--- src/rtl/wl_tdm_serializer_pkg.sv ---
// rtl/wl_tdm_serializer_pkg.sv - shared constants and state type for the WL TDM serializer
package wl_tdm_serializer_pkg;

  localparam int NUM_INPUTS     = 64;
  localparam int WL_GROUP_WIDTH = 8;
  localparam int WL_GROUPS      = NUM_INPUTS / WL_GROUP_WIDTH;
  localparam int WL_HOLD_W      = 4;
  localparam int WL_FIFO_DEPTH  = 2;

  typedef enum logic [1:0] {
    ST_IDLE = 2'd0,
    ST_SEND = 2'd1,
    ST_DONE = 2'd2
  } wl_tdm_state_t;

endpackage

--- src/rtl/wl_tdm_serializer_if.sv ---
// rtl/wl_tdm_serializer_if.sv - frame valid/ready handshake between cim_array_ctrl and the serializer
interface wl_tdm_serializer_if
  import wl_tdm_serializer_pkg::*;
#(
  parameter int P_NUM_INPUTS = NUM_INPUTS
) ();

  logic [P_NUM_INPUTS-1:0] wl_bitmap_in;
  logic                    wl_valid_in;
  logic                    wl_ready_out;

  modport master (output wl_bitmap_in, output wl_valid_in, input wl_ready_out);
  modport slave  (input wl_bitmap_in, input wl_valid_in, output wl_ready_out);

endinterface

--- src/rtl/wl_tdm_serializer_group_next_finder.sv ---
// rtl/wl_tdm_serializer_group_next_finder.sv - picks the first and the next group to send from a non-zero mask
module wl_group_next_finder
  import wl_tdm_serializer_pkg::*;
#(
  parameter  int GROUPS = WL_GROUPS,
  localparam int IDX_W  = (GROUPS > 1) ? $clog2(GROUPS) : 1
) (
  input  logic [GROUPS-1:0] nz_mask,
  input  logic [IDX_W-1:0]  cur_idx,
  input  logic              skip,
  output logic [IDX_W-1:0]  next_idx,
  output logic              found,
  output logic [IDX_W-1:0]  first_idx
);

  // Scan downwards so the lowest qualifying group is the last one written.
  // Without skip every group qualifies, so first is 0 and next is cur+1.
  always_comb begin
    next_idx  = cur_idx;
    found     = 1'b0;
    first_idx = '0;
    for (int i = GROUPS - 1; i >= 0; i--) begin
      if ((i > int'(cur_idx)) && (nz_mask[i] || !skip)) begin
        next_idx = IDX_W'(i);
        found    = 1'b1;
      end
      if (skip && nz_mask[i]) begin
        first_idx = IDX_W'(i);
      end
    end
  end

endmodule

--- src/rtl/wl_tdm_serializer.sv ---
// rtl/wl_tdm_serializer.sv - frame FIFO plus group-by-group WL serializer with hold and zero-skip
module wl_tdm_serializer
  import wl_tdm_serializer_pkg::*;
#(
  parameter  int P_NUM_INPUTS = NUM_INPUTS,
  parameter  int P_GROUP_W    = WL_GROUP_WIDTH,
  parameter  int P_HOLD_W     = WL_HOLD_W,
  parameter  int P_FIFO_DEPTH = WL_FIFO_DEPTH,
  localparam int GROUPS       = P_NUM_INPUTS / P_GROUP_W,
  localparam int IDX_W        = (GROUPS > 1) ? $clog2(GROUPS) : 1,
  localparam int CNT_W        = $clog2(GROUPS + 1)
) (
  input  logic                    clk,
  input  logic                    rst,
  wl_tdm_serializer_if.slave      frame_if,
  input  logic [P_HOLD_W-1:0]     cfg_hold_cycles,
  input  logic                    cfg_skip_zero,
  output logic [P_NUM_INPUTS-1:0] wl_bitmap_out,
  output logic                    wl_valid_pulse_out,
  output logic [P_GROUP_W-1:0]    wl_data,
  output logic [IDX_W-1:0]        wl_group_sel,
  output logic                    wl_latch,
  output logic                    wl_busy,
  output logic [CNT_W-1:0]        last_groups_sent
);

  localparam int PTR_W = (P_FIFO_DEPTH > 1) ? $clog2(P_FIFO_DEPTH) : 1;
  localparam int OCC_W = $clog2(P_FIFO_DEPTH + 1);

  if ((P_NUM_INPUTS % P_GROUP_W) != 0) begin : g_bad_group_w
    $fatal(1, "P_NUM_INPUTS must be a multiple of P_GROUP_W");
  end
  if ((P_FIFO_DEPTH < 1) || ((P_FIFO_DEPTH & (P_FIFO_DEPTH - 1)) != 0)) begin : g_bad_depth
    $fatal(1, "P_FIFO_DEPTH must be a power of two and at least 1");
  end

  function automatic logic [PTR_W-1:0] ptr_inc(input logic [PTR_W-1:0] p);
    return (p == PTR_W'(P_FIFO_DEPTH - 1)) ? '0 : p + 1'b1;
  endfunction

  // Frame FIFO
  logic [P_NUM_INPUTS-1:0] fifo_mem [P_FIFO_DEPTH];
  logic [PTR_W-1:0]        wr_ptr, rd_ptr;
  logic [OCC_W-1:0]        occ;
  logic                    fifo_full, fifo_empty, push, pop;
  logic [P_NUM_INPUTS-1:0] head;

  // Frame FSM registers
  wl_tdm_state_t           state_q, state_d;
  logic [P_NUM_INPUTS-1:0] wl_buf, buf_d;
  logic [IDX_W-1:0]        grp_idx, grp_d;
  logic [P_HOLD_W-1:0]     hold_cnt, hold_d;
  logic [P_HOLD_W-1:0]     hold_q, hcfg_d;
  logic                    skip_q, skip_d;
  logic [CNT_W-1:0]        sent_cnt, sent_d;
  logic [CNT_W-1:0]        last_d;

  // Group views and finder hookup
  logic [P_GROUP_W-1:0]    buf_groups [GROUPS];
  logic [GROUPS-1:0]       buf_nz, head_nz, fnd_mask;
  logic [IDX_W-1:0]        fnd_next, fnd_first;
  logic                    fnd_found, fnd_skip;

  // Ready depends on occupancy alone, so a same-cycle pop never opens the door early.
  assign fifo_full             = (occ == OCC_W'(P_FIFO_DEPTH));
  assign fifo_empty            = (occ == '0);
  assign frame_if.wl_ready_out = !fifo_full;
  assign push                  = frame_if.wl_valid_in && !fifo_full;
  assign head                  = fifo_mem[rd_ptr];

  for (genvar g = 0; g < GROUPS; g++) begin : g_split
    assign buf_groups[g] = wl_buf[g*P_GROUP_W +: P_GROUP_W];
    assign buf_nz[g]     = |wl_buf[g*P_GROUP_W +: P_GROUP_W];
    assign head_nz[g]    = |head[g*P_GROUP_W +: P_GROUP_W];
  end

  // In IDLE the finder looks at the FIFO head to choose the first group;
  // otherwise it looks at the latched frame to choose the next one.
  assign fnd_mask = (state_q == ST_IDLE) ? head_nz : buf_nz;
  assign fnd_skip = (state_q == ST_IDLE) ? cfg_skip_zero : skip_q;

  wl_group_next_finder #(.GROUPS(GROUPS)) u_finder (
    .nz_mask   (fnd_mask),
    .cur_idx   (grp_idx),
    .skip      (fnd_skip),
    .next_idx  (fnd_next),
    .found     (fnd_found),
    .first_idx (fnd_first)
  );

  // FIFO pointers and occupancy
  always_ff @(posedge clk) begin
    if (rst) begin
      wr_ptr <= '0;
      rd_ptr <= '0;
      occ    <= '0;
    end else begin
      if (push) wr_ptr <= ptr_inc(wr_ptr);
      if (pop)  rd_ptr <= ptr_inc(rd_ptr);
      case ({push, pop})
        2'b10:   occ <= occ + 1'b1;
        2'b01:   occ <= occ - 1'b1;
        default: occ <= occ;
      endcase
    end
  end

  // FIFO storage; contents are don't-care until written
  always_ff @(posedge clk) begin
    if (push) fifo_mem[wr_ptr] <= frame_if.wl_bitmap_in;
  end

  // Frame FSM state register
  always_ff @(posedge clk) begin
    if (rst) begin
      state_q          <= ST_IDLE;
      wl_buf           <= '0;
      grp_idx          <= '0;
      hold_cnt         <= '0;
      hold_q           <= '0;
      skip_q           <= 1'b0;
      sent_cnt         <= '0;
      last_groups_sent <= '0;
    end else begin
      state_q          <= state_d;
      wl_buf           <= buf_d;
      grp_idx          <= grp_d;
      hold_cnt         <= hold_d;
      hold_q           <= hcfg_d;
      skip_q           <= skip_d;
      sent_cnt         <= sent_d;
      last_groups_sent <= last_d;
    end
  end

  // Frame FSM next-state: pop and latch config in IDLE, walk groups in SEND, report in DONE
  always_comb begin
    state_d = state_q;
    buf_d   = wl_buf;
    grp_d   = grp_idx;
    hold_d  = hold_cnt;
    hcfg_d  = hold_q;
    skip_d  = skip_q;
    sent_d  = sent_cnt;
    last_d  = last_groups_sent;
    pop     = 1'b0;
    case (state_q)
      ST_IDLE: begin
        if (!fifo_empty) begin
          pop     = 1'b1;
          buf_d   = head;
          hcfg_d  = cfg_hold_cycles;
          skip_d  = cfg_skip_zero;
          grp_d   = fnd_first;
          hold_d  = '0;
          sent_d  = '0;
          state_d = (cfg_skip_zero && (head_nz == '0)) ? ST_DONE : ST_SEND;
        end
      end
      ST_SEND: begin
        if (hold_cnt == hold_q) begin
          hold_d = '0;
          if (sent_cnt != CNT_W'(GROUPS)) sent_d = sent_cnt + 1'b1;
          if (fnd_found) grp_d   = fnd_next;
          else           state_d = ST_DONE;
        end else begin
          hold_d = hold_cnt + 1'b1;
        end
      end
      ST_DONE: begin
        last_d  = sent_cnt;
        state_d = ST_IDLE;
      end
      default: state_d = ST_IDLE;
    endcase
  end

  assign wl_latch           = (state_q == ST_SEND);
  assign wl_busy            = (state_q != ST_IDLE);
  assign wl_valid_pulse_out = (state_q == ST_DONE);
  assign wl_data            = buf_groups[grp_idx];
  assign wl_group_sel       = grp_idx;
  assign wl_bitmap_out      = wl_buf;

endmodule

--- src/flat_wrapper.sv ---
// flat-port wrapper written by rule: the top's interface ports become plain ports
module wl_tdm_serializer_flat import wl_tdm_serializer_pkg::*;
#(
  parameter  int P_NUM_INPUTS = NUM_INPUTS,
  parameter  int P_GROUP_W    = WL_GROUP_WIDTH,
  parameter  int P_HOLD_W     = WL_HOLD_W,
  parameter  int P_FIFO_DEPTH = WL_FIFO_DEPTH,
  localparam int GROUPS       = P_NUM_INPUTS / P_GROUP_W,
  localparam int IDX_W        = (GROUPS > 1) ? $clog2(GROUPS) : 1,
  localparam int CNT_W        = $clog2(GROUPS + 1)
)
  (clk, rst, cfg_hold_cycles, cfg_skip_zero, wl_bitmap_out, wl_valid_pulse_out, wl_data, wl_group_sel, wl_latch, wl_busy, last_groups_sent, frame_if_wl_bitmap_in, frame_if_wl_valid_in, frame_if_wl_ready_out);
  wl_tdm_serializer_if #(.P_NUM_INPUTS(P_NUM_INPUTS)) frame_if_i ();
  input  logic clk;
  input  logic rst;
  input  logic [P_HOLD_W-1:0] cfg_hold_cycles;
  input  logic cfg_skip_zero;
  output logic [P_NUM_INPUTS-1:0] wl_bitmap_out;
  output logic wl_valid_pulse_out;
  output logic [P_GROUP_W-1:0] wl_data;
  output logic [IDX_W-1:0] wl_group_sel;
  output logic wl_latch;
  output logic wl_busy;
  output logic [CNT_W-1:0] last_groups_sent;
  input wire logic [$bits(frame_if_i.wl_bitmap_in)-1:0] frame_if_wl_bitmap_in;
  input wire logic [$bits(frame_if_i.wl_valid_in)-1:0] frame_if_wl_valid_in;
  output wire logic [$bits(frame_if_i.wl_ready_out)-1:0] frame_if_wl_ready_out;
  assign frame_if_i.wl_bitmap_in = frame_if_wl_bitmap_in;
  assign frame_if_i.wl_valid_in = frame_if_wl_valid_in;
  assign frame_if_wl_ready_out = frame_if_i.wl_ready_out;
  wl_tdm_serializer #(.P_NUM_INPUTS(P_NUM_INPUTS), .P_GROUP_W(P_GROUP_W), .P_HOLD_W(P_HOLD_W), .P_FIFO_DEPTH(P_FIFO_DEPTH)) u_core (.clk(clk), .rst(rst), .frame_if(frame_if_i), .cfg_hold_cycles(cfg_hold_cycles), .cfg_skip_zero(cfg_skip_zero), .wl_bitmap_out(wl_bitmap_out), .wl_valid_pulse_out(wl_valid_pulse_out), .wl_data(wl_data), .wl_group_sel(wl_group_sel), .wl_latch(wl_latch), .wl_busy(wl_busy), .last_groups_sent(last_groups_sent));
endmodule
--- config.mk ---
export PLATFORM = sky130hd
export DESIGN_NAME = wl_tdm_serializer_flat
export DESIGN_NICKNAME = d
export VERILOG_FILES = /design/src/rtl/wl_tdm_serializer_pkg.sv /design/src/rtl/wl_tdm_serializer_if.sv /design/src/rtl/wl_tdm_serializer_group_next_finder.sv /design/src/rtl/wl_tdm_serializer.sv /design/src/flat_wrapper.sv
export SDC_FILE = /design/constraint.sdc
export NUM_CORES = 1
export LEC_CHECK = 0
export BUFFER_PORTS_ARGS = -buffer_cell sky130_fd_sc_hd__buf_2
export CAP_MARGIN = 10
export CORE_ASPECT_RATIO = 0.75
export CORE_MARGIN = 4
export CORE_UTILIZATION = 30
export CTS_CLUSTER_SIZE = 14
export DETAILED_ROUTE_END_ITERATION = 7
export GPL_TIMING_DRIVEN = 0
export PLACE_DENSITY = 0.57
export SKIP_LAST_GASP = 1
export SYNTH_ARGS = -nofsm -noshare
export SYNTH_HDL_FRONTEND = slang
export SYNTH_SLANG_ARGS = --single-unit
export TNS_END_PERCENT = 50
--- constraint.sdc ---
create_clock -name clk -period 5.1 [get_ports clk]
set_clock_uncertainty 0.1 [all_clocks]
set_input_delay 0.51 -clock clk [delete_from_list [all_inputs] [get_ports clk]]
set_output_delay 0.51 -clock clk [all_outputs]
set_load 0.03 [all_outputs]
==> results.cfg, run 1 <==
[worst_setup_path]
end_kind = primary output
start_kind = flip-flop
r2r_slack_ns = 1.76
critical_path.max_stage_delay_ns = 0.61
crit_family = buffers and inverters
path_cells = buf_1 -> buf_2 -> mux4_2 -> mux2_2 -> buf_2
crit_fanout = 10
crit_arrival_ns = 2.97
criticalPathCategory = flip-flop to primary output
cp.required_ns = 4.49
slowest_stage = mux4_2
cpMostUsedCell = buf_2
cp_num_buf_inv = 3

[route]
drc_errors = 0
vias = 6804
via_per_inst = 5.12
drt-pass1-iter-count = 5
drt-wirelength-per-cell_um = 21.1
routed_wl_mm = 28.1
drtIter0Drc = 524
antenna_left = 0

[finish]
layout_common_cells = 173 x buf_2, 128 x edfxtp_1, 91 x dfxtp_1, 89 x nor2_1, 68 x mux2i_1
final-seq-area_um2 = 5670
fin_util_pct = 37.5
fillers = 2976
drive_gt1_share_pct = 26.6
area_delta_synth_final_pct = 22.5
final_common_cell = buf_2
multiInputGateArea_um2 = 3400
antennaDiodeCount = 0
postLayoutCellArea_um2 = 11400
layout.nets = 990

[job]
max_cap_viol_count = 0

[timing]
slew_headroom_pct = 46.6
fin_tns_setup_ns = 0
rsz0062_at_grt = no
finalSetupViolCount = 0
slew_viol_final = 0
finalCritPeriodShare_pct = 70.1
fin_ws_ns = 1.52
fmaxAchievable_mhz = 280
worst_pin_slew_ns = 0.801
hold_viol_final = 0
min_period_ns = 3.58

[synthesis]
synth-main-ff-cell = edfxtp_1
synth_mux_area_share_pct = 12.2
synthXorXnorAreaFrac_pct = 1.04
avgSynthCellArea_um2 = 12.7
synthArstFlopShare_pct = 0
synth_compound_area_share_pct = 11.0
yosys.area.top_type = edfxtp_1
yosysSeqAreaShare_pct = 61.0
synth_fp_nets = 809
synth_area_leaders = edfxtp_1 41%, dfxtp_1 20%, mux2i_1 7.3%, a211oi_1 5.2%, mux4_2 3.6%
synth_cell_types = 65
synth-simple-area-share_pct = 11.6
ys_ff_latch = 219
synth_top_area_share_pct = 41.4
synth_edf_count = 128
netlist_area_um2 = 9280
ys_warn_count = 0
synthAdderAreaFrac_pct = 0.539
synth_top_family_by_area = multiplexers
synthCells = 733

[clock_tree]
post-cts-setup-buffers = 0
hold_buffers = 0
cts_buffers = 23
cts_resized = 0
insertion_delay_ns = 0.52
root_buffer = clkbuf_16
cts_tree = done
cts.sinks = 219
cts.htree.levels = 1
cts.clk_slew.worst_paths_ns = 0.06
clockBufferDepth = 3

[floorplan]
start_util_pct = 30.6
die-area_um2 = 33900
die_y_um = 160
fp-row-count = 55
io_pins = 155
die_x_um = 211
core-area_um2 = 30300

[status]
outcome = finished clean

[place]
place_area_um2 = 10600
routabilityCongestion = 0.878
hpwl_mm = 21.6
portBuffers = 153
pre_cts_ws_ns = 1.78

[global_routing]
grtUsageTotal_pct = 16.1
antenna_found_initial = 4
grt_max_degree = 35
grt_pass1_vias = 6672
overflow = 0
grt_pass1_wl_mm = 42.1

[pwr]
p_leak_nw = 4.23
vdd_ir_drop_max_v = 0.000335
power_mw = 7.65
power_density_nw_per_um2 = 673

[worst_hold_path]
hold_class = input port to flip-flop
cell usage after synthesis, types with 2 or more instances:
cell type and count:
o31ai_1 2, edfxtp_1 128, nand3_1 7, nand2_1 27, nand4_1 7, nand3b_1 4, nand2b_1 4, mux2_2 8
a211oi_1 64, inv_1 10, mux2i_1 68, o21ai_1 4, o21a_1 2, nor4_1 39, o31a_1 2, and3b_1 3
nor2_1 90, a221oi_2 2, a22oi_1 6, xnor2_1 3, or3_1 2, clkbuf_1 24, nor3_1 8, o211ai_1 4
and3_1 4, a311oi_1 2, a31oi_1 3, and2_1 3, buf_2 20, a32oi_1 2, ha_1 4, mux4_2 15
a21oi_1 15, or4_1 6, xor2_1 8, nor2b_1 3, o21ai_0 11, a22o_1 2, dfxtp_1 91
path summary, 6_finish.rpt:
path | from | endpoint | depth (start not counted)
min reg2reg | u_core.hold_q[3] | u_core.hold_q[3] | 2
min | frame_if_wl_bitmap_in[14] | u_core.fifo_mem[0][14] | 1
max reg2reg | u_core.state_q[0] | u_core.occ[1] | 9
max | u_core.wl_group_sel[0] | wl_data[6] | 5
registers in the layout, indices dropped and copies added (netlist names), named ones only:
register,count
u_core.fifo_mem,128
u_core.last_groups_sent,4
u_core.wl_group_sel,3
u_core.sent_cnt,4
u_core.skip_q,1
u_core.occ,2
u_core.rd_ptr,1
u_core.hold_q,4
u_core.state_q,2
u_core.wl_bitmap_out,64
u_core.hold_cnt,4
u_core.wr_ptr,1
metrics by stage:
step | cells | hold WS [ns]
6_report | 1330 | 0.0814
5_1_grt | 1330 | 0.0598
4_1_cts | 1330 | 0.0613
3_5_place_dp | 1288 | 0.363
3_3_place_gp | 1285 | 0.362
2_1_floorplan | 733 | 0.348
layer usage:
layer  share of wire (%)  global-route usage [%]  up-vias
li1                    -                       -     3206
met1                  46                    22.6     3298
met2                  43                    24.0      229
met3                 7.4                    4.59       63
met4                 3.5                    5.13        8
met5                0.11                       0        -
cell type report:
type / instances / area share [%]
Buffer: 45 / 1.70
Clock buffer: 25 / 5.12
Clock inverter: 17 / 1.52
Inverter: 11 / 0.363
Multi-Input combinational cell: 458 / 29.8
Sequential cell: 219 / 49.8
Tap cell: 399 / 4.39
Timing Repair Buffer: 156 / 7.26
power by group:
group	internal (mW)	switching [mW]
registers	2.37	0.486
clock network	0.984	0.697
logic	1.07	2.04
cell families after synthesis:
| family | after synthesis |
|---|---|
| XOR/XNOR | 11 |
| AO/OA/AOI/OAI | 136 |
| AND/OR/NAND/NOR | 215 |
| buffers and inverters | 56 |
| multiplexers | 92 |
| adder cells (fa/ha/maj) | 4 |
| flip-flops | 219 |
worst register-to-register path, stage by stage, from the launching register on:
cell,delay [ns]
dfxtp_1,0.30
buf_2,0.17
nor2_1,0.35
o21ai_1,0.35
inv_1,0.15
clkbuf_1,0.47
clkbuf_1,0.53
ha_1,0.37
or3_1,0.35
a21oi_1,0.13
No activity file was read; power rests on OpenSTA's default activity.
==> inputs of run 2 (changes only) <==
- clock period: 5.1 -> 3.3 ns (I/O delays scaled with it)
==> results.cfg, run 2 (same netlist as run 1, synthesis figures left out) <==
[place]
pre_cts_ws_ns = -0.180
hpwl_mm = 21.7
portBuffers = 153
routabilityCongestion = 0.891
dp_cells = 1288
place_area_um2 = 10600

[pwr]
p_seq_share_pct = 36.7
switching_share_pct = 41.7
power_mw = 12.0
vdd_ir_drop_max_v = 0.000520
power.internal_mw = 7.00
power_frac_comb_pct = 40.8
power_density_nw_per_um2 = 990
clkPwrFrac_pct = 22.4
p_switching_mw = 5.01
p_leak_nw = 4.55

[global_routing]
grt_pass1_vias = 7149
grt_max_degree = 35
grtUsageTotal_pct = 16.2
overflow = 0
grt_pass1_wl_mm = 43.0
antenna_found_initial = 0

[timing]
fin_ws_ns = 0.173
slew_viol_final = 0
fin_tns_setup_ns = 0
fmaxAchievable_mhz = 320
hold_viol_final = 0
finalSetupViolCount = 0
min_period_ns = 3.13
hold_slack_ns = 0.184
slew_headroom_pct = 50.7
finalCritPeriodShare_pct = 94.7
worst_pin_slew_ns = 0.740
rsz0062_at_grt = no

[floorplan]
core-area_um2 = 30300
fp-row-count = 55
die_y_um = 160
io_pins = 155
die-area_um2 = 33900
die_x_um = 211
start_util_pct = 30.6

[finish]
stdcell_count = 1401
antennaDiodeCount = 0
largest-register = u_core.fifo_mem
area_delta_synth_final_pct = 30.6
largest_reg_flops = 128
postLayoutCellArea_um2 = 12100
drive_gt1_share_pct = 25.1
fin_util_pct = 39.9
layout.nets = 1060
layout_common_cells = 174 x buf_2, 128 x edfxtp_1, 91 x dfxtp_1, 89 x nor2_1, 69 x dlygate4sd3_1
final_common_cell = buf_2

[worst_setup_path]
crit_arrival_ns = 2.70
start_kind = flip-flop
end_kind = primary output
crit_fanout = 10
cp.required_ns = 2.87
criticalPathCategory = flip-flop to primary output
ff2ff_path_depth = 9

[clock_tree]
clockBufferDepth = 3
cts.htree.levels = 1
root_buffer = clkbuf_16
cts.sinks = 219
post-cts-setup-buffers = 0
cts_buffers = 24
cts.clk_slew.worst_paths_ns = 0.06
insertion_delay_ns = 0.53
cts_tree = done

[route]
drc_errors = 0
via_per_inst = 5.07
routed_wl_mm = 28.2
drt-pass1-iter-count = 5
drt-wirelength-per-cell_um = 20.2
vias = 7106
antenna_left = 0
drtIter0Drc = 445

[status]
outcome = finished clean

[worst_hold_path]
hold_class = input port to flip-flop
whs_path_depth = 4

[job]
max_cap_viol_count = 0
-- run 2: cell types whose count changed in the layout (fill, tap and decap cells not counted), sizes merged --
| cell | delta |
|---|---|
| dlygate4sd3 | +69 |
| clkinvlp | -1 |
| clkinv | -5 |
| inv | -1 |
| clkbuf | +10 |
| bufinv | -1 |
-- run 2: path summary, 6_finish.rpt --
kind,slack (ns),endpoint,startpoint
worst max-delay path,0.17,wl_data[5],u_core.wl_group_sel[0]
worst min-delay path,0.18,u_core.wr_ptr,frame_if_wl_valid_in
worst max register to register,0.23,u_core.occ[1],u_core.state_q[0]
worst min register to register,0.37,u_core.hold_q[1],u_core.hold_q[1]
-- run 2: critical path, cell delays in order (launching register included) --
cell and delay, ns:
dfxtp_1 0.39, buf_2 0.30, buf_2 0.40, mux4_2 0.60
mux2_2 0.30, buf_2 0.18
-- run 2: layer usage --
layer  share of wire, %  vias up  global-route usage, %
li1                   -     3367                      -
met1                 45     3424                   22.8
met2                 44      258                   24.5
met3                7.1       57                   3.98
met4                3.5        0                   5.48
met5                  0        -                      0
-- run 2: power groups by stage --
stage,clock [mW],sequential [mW],combinational [mW]
after floorplan,0,4.96,2.59
after global placement,0,4.47,4.74
after detailed placement,0,4.46,4.83
after CTS,2.75,4.41,4.91
after global routing,2.87,4.49,5.26
final,2.69,4.41,4.90
-- run 2: repair_timing --
action                                 in CTS  in global routing
resized for setup                           2                  4
gates cloned                                0                  0
hold buffers                               69                  0
setup endpoints to repair                   9                  5
endpoints found under the hold margin     133                  0
-- run 2: cell type report --
| class | count | area (µm²) |
|---|---|---|
| Sequential cell | 219 | 5670 |
| Buffer | 45 | 199 |
| Fill cell | 2947 | 18200 |
| Clock buffer | 35 | 693 |
| Multi-Input combinational cell | 458 | 3400 |
| Timing Repair Buffer | 225 | 1520 |
| Inverter | 11 | 41.3 |
| Clock inverter | 9 | 113 |
| Tap cell | 399 | 499 |
==> inputs of run 3 (changes only) <==
- PLACE_DENSITY: 0.57 -> default
- SLEW_MARGIN: default -> 10
==> results.cfg, run 3 (same netlist as run 1, synthesis figures left out) <==
[finish]
final_common_cell = buf_2
largest_reg_flops = 128
drive_gt1_share_pct = 25.1
layout_common_cells = 174 x buf_2, 128 x edfxtp_1, 91 x dfxtp_1, 89 x nor2_1
antennaDiodeCount = 0
area_delta_synth_final_pct = 30.3
layout.nets = 1058
largest-register = u_core.fifo_mem
fin_util_pct = 39.9

[pwr]
power.internal_mw = 7.01
vdd_ir_drop_max_v = 0.000471
p_leak_nw = 4.54
clkPwrFrac_pct = 22.3
power_frac_comb_pct = 40.9
power_density_nw_per_um2 = 991
p_switching_mw = 4.98
switching_share_pct = 41.6
p_seq_share_pct = 36.8

[worst_setup_path]
crit_fanout = 10
crit_arrival_ns = 2.73
cp_num_buf_inv = 3
path_cells = buf_2 -> buf_2 -> mux4_2 -> mux2_2 -> buf_2
slowest_stage = mux4_2
end_kind = primary output
start_kind = flip-flop
cpMostUsedCell = buf_2
crit_family = buffers and inverters
critical_path.max_stage_delay_ns = 0.61
cp.required_ns = 2.87
criticalPathCategory = flip-flop to primary output

[clock_tree]
cts.sinks = 219
insertion_delay_ns = 0.52
cts_tree = done
cts_buffers = 23
root_buffer = clkbuf_16
clockBufferDepth = 3
cts.htree.levels = 1
cts.clk_slew.worst_paths_ns = 0.06

[status]
outcome = finished clean

[timing]
finalCritPeriodShare_pct = 95.8
finalSetupViolCount = 0
hold_slack_ns = 0.0325
min_period_ns = 3.16
slew_viol_final = 0
hold_viol_final = 0
fmaxAchievable_mhz = 316
slew_headroom_pct = 49.6
worst_pin_slew_ns = 0.757
rsz0062_at_grt = no

[global_routing]
grtUsageTotal_pct = 16.1
grt_pass1_vias = 6916
grt_max_degree = 35
grt_pass1_wl_mm = 42.5
overflow = 0
antenna_found_initial = 0

[route]
drc_errors = 0
via_per_inst = 5.07
routed_wl_mm = 28.3
drt-wirelength-per-cell_um = 20.2
drt-pass1-iter-count = 5
drtIter0Drc = 463
vias = 7084
antenna_left = 0

[floorplan]
die_x_um = 211
core-area_um2 = 30300
die_y_um = 160
die-area_um2 = 33900
start_util_pct = 30.6
io_pins = 155
fp-row-count = 55

[place]
portBuffers = 153
routabilityCongestion = 0.891
hpwl_mm = 21.6

[worst_hold_path]
hold_class = input port to flip-flop

[job]
max_cap_viol_count = 0
==> run 3: power groups by stage <==
stage / registers [mW] / logic [mW] / clock network [mW]
2_1_floorplan: 4.96 / 2.59 / 0
3_3_place_gp: 4.46 / 4.75 / 0
3_5_place_dp: 4.44 / 4.83 / 0
4_1_cts: 4.39 / 4.91 / 2.75
5_1_grt: 4.49 / 5.26 / 2.86
6_report: 4.41 / 4.90 / 2.68
==> run 3: worst min-delay path: stages <==
cell and delay [ns]:
buf_2 0.13, nand2_1 0.06, a21oi_1 0.06
==> run 3: cell type report <==
type | instances | area, µm²
Buffer | 45 | 199
Clock buffer | 26 | 607
Clock inverter | 16 | 181
Fill cell | 2894 | 18300
Inverter | 11 | 41.3
Multi-Input combinational cell | 458 | 3400
Sequential cell | 219 | 5670
Tap cell | 399 | 499
Timing Repair Buffer | 224 | 1510
==> run 3: worst paths after layout <==
kind              slack [ns]                to  cells after the start                   start
setup reg to reg        0.23     u_core.occ[1]                      9       u_core.state_q[0]
hold reg to reg         0.37  u_core.hold_q[1]                      2        u_core.hold_q[1]
setup / recovery        0.14        wl_data[5]                      5  u_core.wl_group_sel[0]
hold / removal          0.03     u_core.skip_q                      3           cfg_skip_zero
==> run 3: stage by stage <==
stage	power (mW)	cells	setup slack, ns	cell area [µm²]	TNS (ns)
final	12.0	1398	0.139	12100	0
after global routing	12.6	1398	0.00861	12100	0
after CTS	12.1	1398	0.00964	12100	0
after detailed placement	9.28	1288	-0.166	10600	-0.166
after global placement	9.21	1285	-0.683	10600	-66.31
after floorplan	7.56	733	0.177	9290	0
==> run 3: what timing repair did <==
item,in CTS,in global routing
gates resized for setup,3,2
endpoints found under the hold margin,132,0
setup buffers,0,0
hold buffers,68,0
endpoints found under the setup margin,9,2
==> run 3: per-layer routing <==
metal	up-vias	track usage (%)	part of all wire [%]
met5	-	0	0
met2	260	24.3	44
li1	3354	-	-
met3	63	3.63	6.7
met4	0	5.74	3.7
met1	3407	22.8	46
